## config.mk

```make
export PLATFORM = sky130hd
export DESIGN_NAME = load_issue_scheduler
export DESIGN_NICKNAME = d
export VERILOG_FILES = /design/src/rtl/load_issue_scheduler.sv
export SDC_FILE = /design/constraint.sdc
export NUM_CORES = 1
export LEC_CHECK = 0
export CAP_MARGIN = 20
export CORE_ASPECT_RATIO = 2
export CORE_MARGIN = 2
export CORE_UTILIZATION = 55
export DETAILED_ROUTE_END_ITERATION = 6
export PLACE_DENSITY = 0.77
export SYNTH_ARGS = -nofsm -noshare
export SYNTH_HDL_FRONTEND = slang
export SYNTH_SLANG_ARGS = --single-unit
```

## constraint.sdc

```tcl
create_clock -name clk -period 3.6 [get_ports clk]
set_input_delay 0.36 -clock clk [delete_from_list [all_inputs] [get_ports clk]]
set_output_delay 0.36 -clock clk [all_outputs]
set_load 0.01 [all_outputs]
```

## src/rtl/load_issue_scheduler.sv

```systemverilog
// load_issue_scheduler
//   Holds up to DEPTH pending loads. Issues them one at a time, in round-robin
//   order, to a data memory port that allows a single outstanding request.
//   Extends each returned word according to the load width. Offers completed
//   loads to the CDB as {rob tag, data}.
//
// Ports
//   clk, reset_n        clock; asynchronous active-low reset
//   flush               squash all entries on the next edge
//   in_valid/in_ready   new load handshake (in_ready = !is_full)
//   in_addr/in_width/in_rob  load byte address, funct3 width, ROB tag (0 = none)
//   is_full             every entry is occupied
//   mem_req/mem_addr    word-aligned read request, held until mem_rvalid
//   mem_rvalid/mem_rdata read response
//   cdb_req/cdb_grant   CDB request / grant
//   cdb_data            {tag, data} of the lowest-index DONE entry, zero when idle
module load_issue_scheduler #(
    parameter int DEPTH = 4,
    parameter int TAG_W = 6,
    parameter int XLEN  = 32
) (
    input  logic                  clk,
    input  logic                  reset_n,
    input  logic                  flush,
    input  logic                  in_valid,
    output logic                  in_ready,
    input  logic [XLEN-1:0]       in_addr,
    input  logic [2:0]            in_width,
    input  logic [TAG_W-1:0]      in_rob,
    output logic                  is_full,
    output logic                  mem_req,
    output logic [XLEN-1:0]       mem_addr,
    input  logic                  mem_rvalid,
    input  logic [XLEN-1:0]       mem_rdata,
    output logic                  cdb_req,
    input  logic                  cdb_grant,
    output logic [TAG_W+XLEN-1:0] cdb_data
);

    localparam int IDX_W = (DEPTH > 1) ? $clog2(DEPTH) : 1;

    typedef enum logic [1:0] {S_FREE, S_PEND, S_ISSD, S_DONE} ent_state_t;

    ent_state_t       r_st    [DEPTH];
    logic [TAG_W-1:0] r_tag   [DEPTH];
    logic [XLEN-1:0]  r_addr  [DEPTH];
    logic [2:0]       r_width [DEPTH];
    logic [XLEN-1:0]  r_data  [DEPTH];

    logic             r_busy;      // a memory request is outstanding
    logic             r_drop;      // swallow the response of a flushed request
    logic [IDX_W-1:0] r_iss_idx;   // entry owning the outstanding request
    logic [IDX_W-1:0] r_rr_ptr;
    logic [XLEN-1:0]  r_mem_addr;

    logic             w_full;
    logic             w_free_found, w_done_found, w_pend_found;
    logic [IDX_W-1:0] w_free_idx, w_done_idx, w_pend_idx, w_scan;
    logic             w_rsp, w_accept, w_issue, w_grant;
    logic [XLEN-1:0]  w_ext;

    // Byte lane from addr[1:0], half lane from addr[1]; unknown widths pass the word.
    function automatic logic [XLEN-1:0] f_extend(input logic [XLEN-1:0] word,
                                                 input logic [1:0]      lane,
                                                 input logic [2:0]      width);
        logic [7:0]  b;
        logic [15:0] h;
        b = word[{lane, 3'b000} +: 8];
        h = lane[1] ? word[31:16] : word[15:0];
        case (width)
            3'b000:  f_extend = {{(XLEN-8){b[7]}}, b};
            3'b001:  f_extend = {{(XLEN-16){h[15]}}, h};
            3'b100:  f_extend = {{(XLEN-8){1'b0}}, b};
            3'b101:  f_extend = {{(XLEN-16){1'b0}}, h};
            default: f_extend = word;
        endcase
    endfunction

    // Lowest-index FREE / DONE entries and the full flag, all from registered state.
    always_comb begin
        w_full       = 1'b1;
        w_free_found = 1'b0;
        w_free_idx   = '0;
        w_done_found = 1'b0;
        w_done_idx   = '0;
        for (int i = 0; i < DEPTH; i++) begin
            if (r_st[i] == S_FREE) begin
                w_full = 1'b0;
                if (!w_free_found) begin
                    w_free_found = 1'b1;
                    w_free_idx   = IDX_W'(i);
                end
            end
            if (r_st[i] == S_DONE && !w_done_found) begin
                w_done_found = 1'b1;
                w_done_idx   = IDX_W'(i);
            end
        end
    end

    // Circular scan for the first PENDING entry starting at rr_ptr; DEPTH is a
    // power of two so the index addition wraps naturally.
    always_comb begin
        w_pend_found = 1'b0;
        w_pend_idx   = '0;
        w_scan       = '0;
        for (int k = 0; k < DEPTH; k++) begin
            w_scan = r_rr_ptr + IDX_W'(k);
            if (!w_pend_found && r_st[w_scan] == S_PEND) begin
                w_pend_found = 1'b1;
                w_pend_idx   = w_scan;
            end
        end
    end

    assign w_rsp    = mem_rvalid & r_busy;
    assign w_accept = in_valid & ~w_full & (in_rob != '0) & ~flush;
    // Issue may follow a completing response in the same cycle (back-to-back).
    assign w_issue  = w_pend_found & (~r_busy | w_rsp) & ~r_drop & ~flush;
    assign w_grant  = cdb_grant & w_done_found;
    assign w_ext    = f_extend(mem_rdata, r_addr[r_iss_idx][1:0], r_width[r_iss_idx]);

    // Each enabled transition touches a different entry, since it starts from
    // a different state.
    always_ff @(posedge clk or negedge reset_n) begin
        if (!reset_n) begin
            for (int i = 0; i < DEPTH; i++) begin
                r_st[i]    <= S_FREE;
                r_tag[i]   <= '0;
                r_addr[i]  <= '0;
                r_width[i] <= '0;
                r_data[i]  <= '0;
            end
            r_busy     <= 1'b0;
            r_drop     <= 1'b0;
            r_iss_idx  <= '0;
            r_rr_ptr   <= '0;
            r_mem_addr <= '0;
        end else if (flush) begin
            for (int i = 0; i < DEPTH; i++) begin
                r_st[i]  <= S_FREE;
                r_tag[i] <= '0;
            end
            r_busy <= 1'b0;
            // A response still owed by memory must not land in a reused entry.
            r_drop <= (r_busy | r_drop) & ~mem_rvalid;
        end else begin
            if (w_rsp) begin
                r_st[r_iss_idx]   <= S_DONE;
                r_data[r_iss_idx] <= w_ext;
                r_busy            <= 1'b0;
            end
            if (r_drop && mem_rvalid) begin
                r_drop <= 1'b0;
            end
            if (w_issue) begin
                r_st[w_pend_idx] <= S_ISSD;
                r_busy           <= 1'b1;
                r_iss_idx        <= w_pend_idx;
                r_mem_addr       <= {r_addr[w_pend_idx][XLEN-1:2], 2'b00};
                r_rr_ptr         <= w_pend_idx + IDX_W'(1);
            end
            if (w_grant) begin
                r_st[w_done_idx]  <= S_FREE;
                r_tag[w_done_idx] <= '0;
            end
            if (w_accept) begin
                r_st[w_free_idx]    <= S_PEND;
                r_tag[w_free_idx]   <= in_rob;
                r_addr[w_free_idx]  <= in_addr;
                r_width[w_free_idx] <= in_width;
            end
        end
    end

    assign is_full  = w_full;
    assign in_ready = ~w_full;
    assign mem_req  = r_busy;
    assign mem_addr = r_mem_addr;
    assign cdb_req  = w_done_found;
    assign cdb_data = w_done_found ? {r_tag[w_done_idx], r_data[w_done_idx]} : '0;

endmodule

```

Word-level counts from Yosys, hierarchy flattened
Cells that the tools add are included.
{ "totals": {"word_cells": 213, "output_inout_bits": 74, "reg_bits": 336, "input_bits": 79} }
{ "classes": {"muxes": 97, "n_addsub": 4, "eq_ne": 11, "bitwise_logic": 35, "reduce_logical": 28, "order_cmp": 12, "n_shift": 1} }
{ "op_table": {"columns": ["operator", "n"], "rows": [
  ["128-bit bitwise mux", 2],
  ["32-bit binary-select mux with 2-bit select", 3],
  ["32-bit two-way mux", 6],
  ["32-bit demux with 2-bit select", 2],
  ["32-bit case mux with 4 select lines", 1],
  ["24-bit two-way mux", 4],
  ["8-bit two-way mux", 8],
  ["2-bit two-way mux", 24],
  ["38-bit two-way mux", 1],
  ["32-bit by 6-bit indexed part select with 8-bit output", 1],
  ["24-bit AND", 1],
  ["24-bit bitwise mux", 1],
  ["6-bit demux with 2-bit select", 2],
  ["3-bit >= comparator (second input constant)", 8],
  ["6-bit two-way mux", 4],
  ["2-bit inverter with 3-bit output", 8],
  ["24-bit inverter", 1],
  ["1-bit two-way mux", 23],
  ["2-bit binary-select mux with 2-bit select", 4],
  ["2-bit demux with 2-bit select", 4],
  ["16-bit two-way mux", 1],
  ["6-bit binary-select mux with 2-bit select", 1],
  ["12-bit bitwise mux", 1],
  ["3-bit by 1-bit less-than comparator with 1-bit output (second input constant)", 4],
  ["other kinds (26)", 73]
]} }

Longest topological paths before layout
Gate-level depths: netlist of run 1.
{ "depth": {"depth_word": 30, "depth_mapped": 11, "mapped_depth_nobuf": 8} }

Worst setup path before layout of run 1
Ideal clock, no wire load.
{ "synth_timing": {"path_kind": "flip-flop to output port", "start": "register r_st[6] (netlist bit)", "end": "output cdb_data[18]", "stages_incl_launch_ff": 11, "arrival_ps": 2009, "required_ps": 3240, "path_slack_ps": 1231, "path_cell_list": "dfrtp_1 > buf_2 > a22oi_1 > and4_1 > buf_2 > a31oi_1 > buf_2 > buf_4 > mux2_2 > nand2_1 > a21oi_1"} }
{ "synth_between": {"elab_chain_cells": 16, "elab_cells_between_ends": 19, "classes_between": "eq/ne: 1; mux: 11; bitwise: 1; reduce/logical: 6"} }
{ "synth_lines": {"columns": ["element", "line", "text"], "rows": [
  ["start, declared", "44", "ent_state_t r_st [DEPTH];"],
  ["start signal, assigned by index", "128", "r_st[i] <= S_FREE;"],
  ["start signal, assigned by index", "141", "r_st[i] <= S_FREE;"],
  ["start signal, assigned by index", "149", "r_st[r_iss_idx] <= S_DONE;"],
  ["2-bit == test (*)", "94", "if (r_st[i] == S_DONE && !w_done_found) begin"],
  ["1-bit two-way mux (*)", "94", null],
  ["1-bit zero test", "94", null],
  ["1-bit logical AND", "94", null],
  ["1-bit two-way mux", "94", null],
  ["1-bit zero test", "94", null],
  ["1-bit logical AND", "94", null],
  ["1-bit two-way mux", "94", null],
  ["1-bit zero test", "94", null],
  ["1-bit logical AND", "94", null],
  ["2-bit two-way mux", "94", null],
  ["2-bit inverter with 3-bit output (implied by the code)", "181", "assign cdb_data = w_done_found ? {r_tag[w_done_idx], r_data[w_done_idx]} : '0;"],
  ["32-bit binary-select mux with 2-bit select", "181", null],
  ["32-bit two-way mux (implied by the code) (2 in a row)", "181", null],
  ["38-bit two-way mux (*)", "181", null],
  ["end, declared", "37", "output logic [TAG_W+XLEN-1:0] cdb_data"]
]} }
Mark *: on every way between the ends. The rest lies on a longest branch, timed or not. The select of a mux whose other input is x is not followed.

Worst setup path in the final report of run 1
{ "layout_timing": {"start": "register r_st[7] (netlist bit)", "end": "output cdb_data[3]"} }
Same word-level chain as after synthesis.

==> impl_metrics.json, run 1 <==
{
  "finalCriticalPeriod_ns": 3.449,
  "skew_ns": 0.01291,
  "finalNonFillerCells": 2105,
  "arrival_ns": 3.09,
  "cts.sinks": 336,
  "final.setup.tns_ns": 0,
  "dr.pass1.iters": 5,
  "routabilityCongestion": 0.8942,
  "grtUsageTotal_pct": 28.06,
  "viasPerCell": 6.202,
  "slew_headroom_pct": 41.53,
  "vias": 13060,
  "postSynthAreaPerCell_um2": 9.889,
  "postRouteAntennaNets": 0,
  "tightest_slew_ns": 0.8770,
  "drt_wl_total_mm": 43.41,
  "antenna_found_initial": 2,
  "die_h_um": 244.6,
  "clk_path_buf_depth": 3,
  "clock-root-buffer": "clkbuf_16",
  "max_clock_freq_mhz": 290.0,
  "ir_drop_mv": 0.4847,
  "p_int_w": 0.007756,
  "worstPathRequired_ns": 3.24,
  "synth.distinct_cells": 59,
  "synth_edf_count": 0,
  "max_cap_violations": 0,
  "cp_max_fo": 15,
  "finalPower_w": 0.01125,
  "outcome": "complete, no violations",
  "finalSetupViolCount": 0,
  "worstSetupEndpointType": "output pin",
  "async_reset_ff_share_pct": 100.0,
  "drv_slew": 0,
  "swShare_pct": 31.09,
  "power_per_cell_area_nw_per_um2": 599.2,
  "placed_cells": 2053,
  "layout_commonest_cell": "nand2_1",
  "grt_pass1_wl_mm": 69.40,
  "cts_setup_buffers": 0,
  "overflow": 0,
  "routedWlPerCell_um": 20.62,
  "netlist_area_um2": 15920,
  "core_um2": 28630,
  "drc": 0,
  "clkPwrFrac_pct": 28.3,
  "drtIter0Drc": 1217,
  "synth-seq-cells": 336,
  "period_share_pct": 95.79,
  "drive_above_1_share_pct": 12.39,
  "layout_common_cells": "nand2_1, dfrtp_1, a21oi_1",
  "synthCells": 1610,
  "hold_path_class": "in2async",
  "area_delta_synth_final_pct": 17.97,
  "finalHoldViolCount": 0,
  "clkTransAtPathRegs_ns": 0.07,
  "p_leak_nw": 9.331,
  "fin_nets": 1808,
  "io_pins": 153,
  "final.fill_count": 2256,
  "dieArea_um2": 30410,
  "rows": 88,
  "setup_ws_ns": 0.1515,
  "dp_slack_ns": 0.5852,
  "start_kind": "flop",
  "start_util_pct": 55.62,
  "yosys_warnings": 0,
  "cts_tree": "yes",
  "cts_buffers": 29,
  "io_buffer_count": 150,
  "critPathKind": "reg2out",
  "rsz0062_at_grt": "false",
  "pwr-share-seq_pct": 45.4,
  "combPwrFrac_pct": 26.4,
  "synth_top_flop_cell": "dfrtp_1",
  "grt_pass1_vias": 13230,
  "clk_latency_ns": 0.57,
  "cts.htree.levels": 1,
  "power.switching_w": 0.003499,
  "ys_seq_area_share_pct": 52.81,
  "grt_max_degree": 94,
  "hpwl_mm": 28.13,
  "die_w_um": 124.3
}
[cell type report]
type	count	area [µm²]	share of cell area (%)
antenna	1	2.502	0.01332
clock buffer	37	795.8	4.237
clock inverter	13	147.6	0.7860
inverter	18	67.56	0.3597
multi-input combinational	1144	6983	37.18
sequential	336	8408	44.76
tap	360	450.4	2.398
timing repair buffer	196	1928	10.27
[worst paths after layout]
kind,from,to,slack [ns],cells past startpoint
worst max register to register,r_iss_idx[0],r_data[77],0.67,6
min in group clk,in_addr[13],r_addr[45],0.41,3
worst max-delay path,r_st[7],cdb_data[3],0.15,8
worst min-delay path,reset_n,r_addr[81],0.39,2
worst min register to register,r_addr[88],r_addr[88],0.47,2
max in group asynchronous,reset_n,r_addr[46],2.18,3
[state kept, by name, summed over array words and instances, names as in the netlist]
signal     cells
r_addr       128
r_data       128
mem_addr      30
r_tag         24
r_width       12
r_st           8
r_iss_idx      2
r_rr_ptr       2
mem_req        1
r_drop         1
[cells in the mapped netlist, types with 32 or more instances]
| library cell | number | area (µm²) |
|---|---|---|
| nor2_1 | 60 | 225.2 |
| clkbuf_1 | 64 | 240.2 |
| mux2i_1 | 40 | 400.4 |
| nand2_1 | 425 | 1595 |
| a21o_1 | 65 | 488.0 |
| nand3_1 | 54 | 270.3 |
| a21oi_1 | 153 | 765.7 |
| mux2_2 | 83 | 934.7 |
| a22oi_1 | 61 | 457.9 |
| o21ai_0 | 42 | 210.2 |
| buf_2 | 32 | 160.2 |
| dfrtp_1 | 336 | 8408 |
[worst max-delay path, cell delays in order, from the launching register on]
cell and delay (ns):
dfrtp_1 0.52, a22oi_2 0.16, and4_1 0.29, a31oi_4 0.19
buf_4 0.29, mux2_2 0.20, nand2_1 0.04, a21oi_1 0.25
clkdlybuf4s50_1 0.59
[metal layers]
layer / part of all wire, % / vias to the layer above / global-route usage [%]
met5: 0.030 / - / 0
met4: 3.9 / 2 / 12.89
met3: 7.2 / 124 / 4.403
met2: 50 / 575 / 46.69
met1: 39 / 6521 / 36.27
li1: - / 5833 / -
[per-stage QoR]
stage	util, %	instance area (µm²)	hold WS [ns]
floorplan	-	15930	0.06441
global placement	62.22	17810	0.4283
detailed placement	62.22	17810	0.4339
CTS	65.56	18770	0.3878
global route	65.60	18780	0.4202
finish	65.61	18780	0.3876
[logic make-up after synthesis]
family,Yosys count,synth area share [%]
other,1,0.02355
adders and majority gates,4,0.3144
and+or+nand+nor,582,14.91
muxes,156,11.09
DFF,336,52.81
buffers and inverters,131,3.788
AOI/OAI and AO/OA,400,17.07
[timing repair]
action	CTS	global route
endpoints found under the hold margin	89	0
endpoints found under the setup margin	2	14
gates resized for setup	1	3
hold buffers	1	0
[power groups by stage]
stage / Combinational (W) / Clock (W) / Sequential [W]
2_1_floorplan: 0.00189 / 0 / 0.00507
6_report: 0.00297 / 0.00318 / 0.00511
4_1_cts: 0.00297 / 0.00322 / 0.00510
3_3_place_gp: 0.00284 / 0 / 0.00510
3_5_place_dp: 0.00294 / 0 / 0.00516
5_1_grt: 0.00323 / 0.00338 / 0.00520
No activity file was read; power rests on OpenSTA's default activity.
==> run 2, diff against run 1 <==
- clock period: 3.6 -> 3.8 ns (I/O delays scaled with it)
==> run 2 against run 1 <==
  * Setup slack better by 0.072 ns
  * Critical path depth is 1 lower
  * Register-to-register slack better by 0.02 ns
  * Cell count is 0.19% lower
  * Clock skew is 0.0059 ns higher
  * Core utilization is 0.41 points lower
  * Die area stayed put
  * Non-clock buffer count is 6 lower
  * Largest cell class unchanged
==> impl_metrics.json, run 2 (synthesized netlist as in run 1, its figures left out) <==
{
  "skew_ns": 0.01885,
  "io_pins": 153,
  "finalHoldViolCount": 0,
  "cts_buffers": 29,
  "finalCriticalPeriod_ns": 3.576,
  "postRouteAntennaNets": 0,
  "drive_above_1_share_pct": 12.18,
  "p_leak_nw": 9.260,
  "grt_max_degree": 109,
  "final.setup.tns_ns": 0,
  "dr.pass1.iters": 7,
  "cp_max_fo": 19,
  "die_w_um": 124.3,
  "antenna_found_initial": 0,
  "final.fill_count": 2254,
  "cts.htree.levels": 1,
  "cts.sinks": 336,
  "routabilityCongestion": 0.9297,
  "grt_pass1_vias": 13380,
  "worstSetupEndpointType": "output pin",
  "max_cap_violations": 0,
  "arrival_ns": 3.20,
  "rrSetupSlack_ns": 0.69,
  "grtUsageTotal_pct": 28.11,
  "dieArea_um2": 30410,
  "drc": 0,
  "overflow": 0,
  "worstPathRequired_ns": 3.42,
  "rows": 88,
  "drv_slew": 0,
  "grt_pass1_wl_mm": 69.75,
  "r2r-start": "r_iss_idx[0]",
  "seqCellArea_um2": 8408,
  "rsz0062_at_grt": "false",
  "slew_headroom_pct": 43.85,
  "io_buffer_count": 150,
  "die_h_um": 244.6,
  "hpwl_mm": 27.95,
  "multi_input_area_um2": 6978,
  "ir_drop_mv": 0.3361,
  "placed_cells": 2047,
  "antenna_cells": 0,
  "clkTransAtPathRegs_ns": 0.07,
  "vias": 12900,
  "start_util_pct": 55.62,
  "cts_tree": "yes",
  "core_um2": 28630,
  "critPathKind": "reg2out",
  "period_share_pct": 94.11,
  "hold_path_class": "in2reg",
  "max_clock_freq_mhz": 279.6,
  "clk_path_buf_depth": 3,
  "layout_common_cells": "nand2_1, dfrtp_1, a21oi_1",
  "startpoint": "r_st[7]",
  "routedWlPerCell_um": 20.63,
  "tightest_slew_ns": 0.8423,
  "holdCritStartpoint": "in_addr[18]",
  "post_cts_resized": 0,
  "fin_nets": 1802,
  "layout_commonest_cell": "nand2_1",
  "drt_wl_total_mm": 43.35,
  "area_delta_synth_final_pct": 17.24,
  "start_kind": "flop",
  "clock-root-buffer": "clkbuf_16",
  "viasPerCell": 6.138,
  "finalSetupViolCount": 0,
  "clk_latency_ns": 0.56,
  "finalNonFillerCells": 2101,
  "power_per_cell_area_nw_per_um2": 562.4,
  "outcome": "complete, no violations",
  "drtIter0Drc": 1255
}
run 2: cell count changes in the layout (fill, tap and decap cells not counted), moves of 2 or more:
cell,change
clkbuf_8,-2
buf_4,-2
clkinvlp_4,+5
clkinv_2,+2
buf_6,-3
bufinv_16,-2
run 2: final timing paths:
kind,endpoint,cells past startpoint
max in group asynchronous,mem_addr[14],3
setup / recovery,cdb_data[31],7
min in group asynchronous,r_addr[115],2
hold reg to reg,r_addr[93],2
setup reg to reg,r_data[93],7
hold / removal,r_addr[82],3
run 2: what timing repair did:
action | CTS | global route
hold endpoints to repair | 105 | 0
hold buffers | 1 | 0
setup buffers | 0 | 0
run 2: report_power, final:
part / internal [W] / total (W) / switching [W]
clock: 0.00152 / 0.00288 / 0.00136
sequential: 0.00436 / 0.00484 / 0.000482
combinational: 0.00129 / 0.00278 / 0.00149
run 2: critical path: stages, from the launching register on:
cell	delay (ns)
dfrtp_1	0.49
a22oi_1	0.32
and4_1	0.31
buf_4	0.28
buf_4	0.32
a22oi_1	0.11
a21oi_1	0.23
clkdlybuf4s50_1	0.58
run 2: routing by layer:
layer  routed length, µm  vias to the layer above  GRT usage [%]
met5                   0                        -              0
met4                1300                        0          10.94
met3                2450                       96          3.248
met2               21910                      479          47.64
met1               17680                     6507          37.23
li1                    -                     5814              -
run 2: area by class of cell:
type	count	share of cell area, %
inverter	18	0.3620
timing repair buffer	190	9.960
multi-input combinational	1144	37.38
clock buffer	35	4.116
tap	360	2.413
sequential	336	45.04
clock inverter	18	0.7239
run 2: metrics by stage:
step | hold slack [ns] | utilization (%) | power [W] | instance area [µm²] | worst slack (ns)
final | 0.4398 | 65.21 | 0.01050 | 18670 | 0.2238
after floorplan | 0.08441 | - | 0.006589 | 15930 | 1.411
after detailed placement | 0.4565 | 62.01 | 0.007650 | 17750 | 0.6927
after CTS | 0.4207 | 65.21 | 0.01053 | 18670 | 0.2487
after global routing | 0.4468 | 65.21 | 0.01105 | 18670 | 0.07697
after global placement | 0.4501 | 62.01 | 0.007485 | 17750 | 0.8322
==> run 3, diff against run 2 <==
- CORE_MARGIN: 2 -> not set
- CORE_UTILIZATION: 55 -> 50
- PLACE_DENSITY: 0.77 -> 0.71
==> run 3 against run 2 <==
  * Sequential power about the same
  * Clock power increased by 11%
  * Critical path type unchanged
  * Register-to-register slack about the same
  * Largest cell class unchanged
  * Sequential cell count unchanged
  * Maximum frequency decreased by 0.68%
==> impl_metrics.json, run 3 (synthesized netlist as in run 1, its figures left out) <==
{
  "max_cap_violations": 0,
  "use_met1_pct": 31.23,
  "vias": 12660,
  "overflow": 0,
  "area_delta_synth_final_pct": 18.88,
  "crit_family": "buffers and inverters",
  "layout_commonest_cell": "nand2_1",
  "antenna_found_initial": 0,
  "dieArea_um2": 32600,
  "hold_path_class": "in2reg",
  "final.fill_count": 2699,
  "critical_path.cell_chain": "a22oi_1 -> and4_1 -> buf_4 -> nor2_2 -> buf_6 -> nand2_1 -> a21oi_1 -> clkdlybuf4s50_1",
  "skew_ns": 0.01575,
  "setup_ws_ns": 0.1993,
  "outcome": "complete, no violations",
  "finish.utilization_pct": 60.23,
  "grt_max_degree": 108,
  "hpwl_mm": 29.27,
  "worst-path-buf-inv": 3,
  "die_h_um": 254.4,
  "start_kind": "flop",
  "clk_path_buf_depth": 3,
  "drv_slew": 0,
  "period_share_pct": 94.75,
  "postRouteAntennaNets": 0,
  "tightest_slew_ns": 1.046,
  "grtUsageMet3_pct": 3.902,
  "cts.htree.levels": 1,
  "drtIter0Drc": 867,
  "grt_pass1_vias": 13270,
  "final.setup.tns_ns": 0,
  "drt_wl_total_mm": 44.35,
  "die_w_um": 128.2,
  "crit_slowest_cell": "clkdlybuf4s50_1",
  "clk_latency_ns": 0.57,
  "cts_buffers": 30,
  "start_util_pct": 50.66,
  "fin_area_um2": 18930,
  "critPathKind": "reg2out",
  "grt_pass1_wl_mm": 70.50,
  "rows": 92,
  "dp_slack_ns": 0.7067,
  "clkTransAtPathRegs_ns": 0.07,
  "core_um2": 31430,
  "arrival_ns": 3.22,
  "cts.sinks": 336,
  "io_buffer_count": 150,
  "finalCriticalPeriod_ns": 3.601,
  "rsz0062_at_grt": "false",
  "fin_nets": 1805,
  "ir_drop_mv": 0.5187,
  "cts_tree": "yes",
  "worstPathRequired_ns": 3.42,
  "dr.pass1.iters": 5,
  "max_clock_freq_mhz": 277.7,
  "grt.busiest_layer": "met2",
  "whs_ns": 0.4126,
  "clock-root-buffer": "clkbuf_16",
  "cpPeakStageDelay_ns": 0.58,
  "antenna_cells": 0,
  "use_met2_pct": 50.83,
  "finalHoldViolCount": 0,
  "drive_above_1_share_pct": 12.51,
  "io_pins": 153,
  "cp_max_fo": 38,
  "layout_common_cells": "nand2_1, dfrtp_1, a21oi_1",
  "place_area_um2": 17860,
  "grtUsageTotal_pct": 27.91,
  "p_leak_nw": 9.362,
  "finalSetupViolCount": 0,
  "routedWlPerCell_um": 20.48,
  "worstSetupEndpointType": "output pin",
  "power_per_cell_area_nw_per_um2": 572.6,
  "viasPerCell": 5.843,
  "slew_headroom_pct": 30.24,
  "drc": 0,
  "routabilityCongestion": 0.8698
}
## run 3: cell count changes in the layout (fill, tap and decap cells not counted), sizes merged
cell | before | now
bufinv | 1 | 3
inv | 19 | 18
clkinvlp | 5 | 1
buf | 40 | 42
clkbuf | 35 | 43
clkinv | 11 | 6
## run 3: power breakdown
part | internal (W) | switching, W
registers | 0.00436 | 0.000466
logic | 0.00130 | 0.00150
clock network | 0.00186 | 0.00136
## run 3: area by class of cell
class,instances,area (µm²),area share (%)
Multi-Input combinational cell,1144,6989,36.93
Inverter,18,67.56,0.3570
Sequential cell,336,8408,44.42
Tap cell,423,529.3,2.796
Timing Repair Buffer,192,1894,10.01
Clock buffer,43,910.9,4.813
Clock inverter,10,127.6,0.6743
## run 3: path summary, 6_finish.rpt
kind | slack, ns | from | endpoint | cells after the start
min in group asynchronous | 0.43 | reset_n | mem_addr[12] | 2
max | 0.20 | r_st[7] | cdb_data[30] | 8
max reg2reg | 0.69 | r_iss_idx[0] | r_data[62] | 7
min | 0.41 | in_addr[19] | r_addr[83] | 3
max in group asynchronous | 2.31 | reset_n | r_addr[23] | 3
min reg2reg | 0.47 | r_addr[90] | r_addr[90] | 2
## run 3: tightest hold or removal path: cells and delay by family
family / cells / cell delay [ns]
AND/OR/NAND/NOR: 2 / 0.12
buffers and inverters: 1 / 0.45
## run 3: what timing repair did
action / in CTS / in global routing
hold buffers: 1 / 0
hold endpoints to repair: 101 / 0
endpoints found under the setup margin: 0 / 22
gates resized for setup: 0 / 3
buffers inserted: 0 / 0
## run 3: metal layers
metal	part of all wire, %	vias up	wire length (µm)
met2	53	427	23450
met5	0	-	0
met3	5.0	115	2228
met1	37	6292	16470
li1	-	5822	-
met4	5.0	0	2209
## run 3: per-stage QoR
stage | std cells | total power (W)
floorplan | 1611 | 0.006589
global placement | 2112 | 0.007573
detailed placement | 2112 | 0.007669
CTS | 2166 | 0.01091
global route | 2166 | 0.01138
finish | 2166 | 0.01084
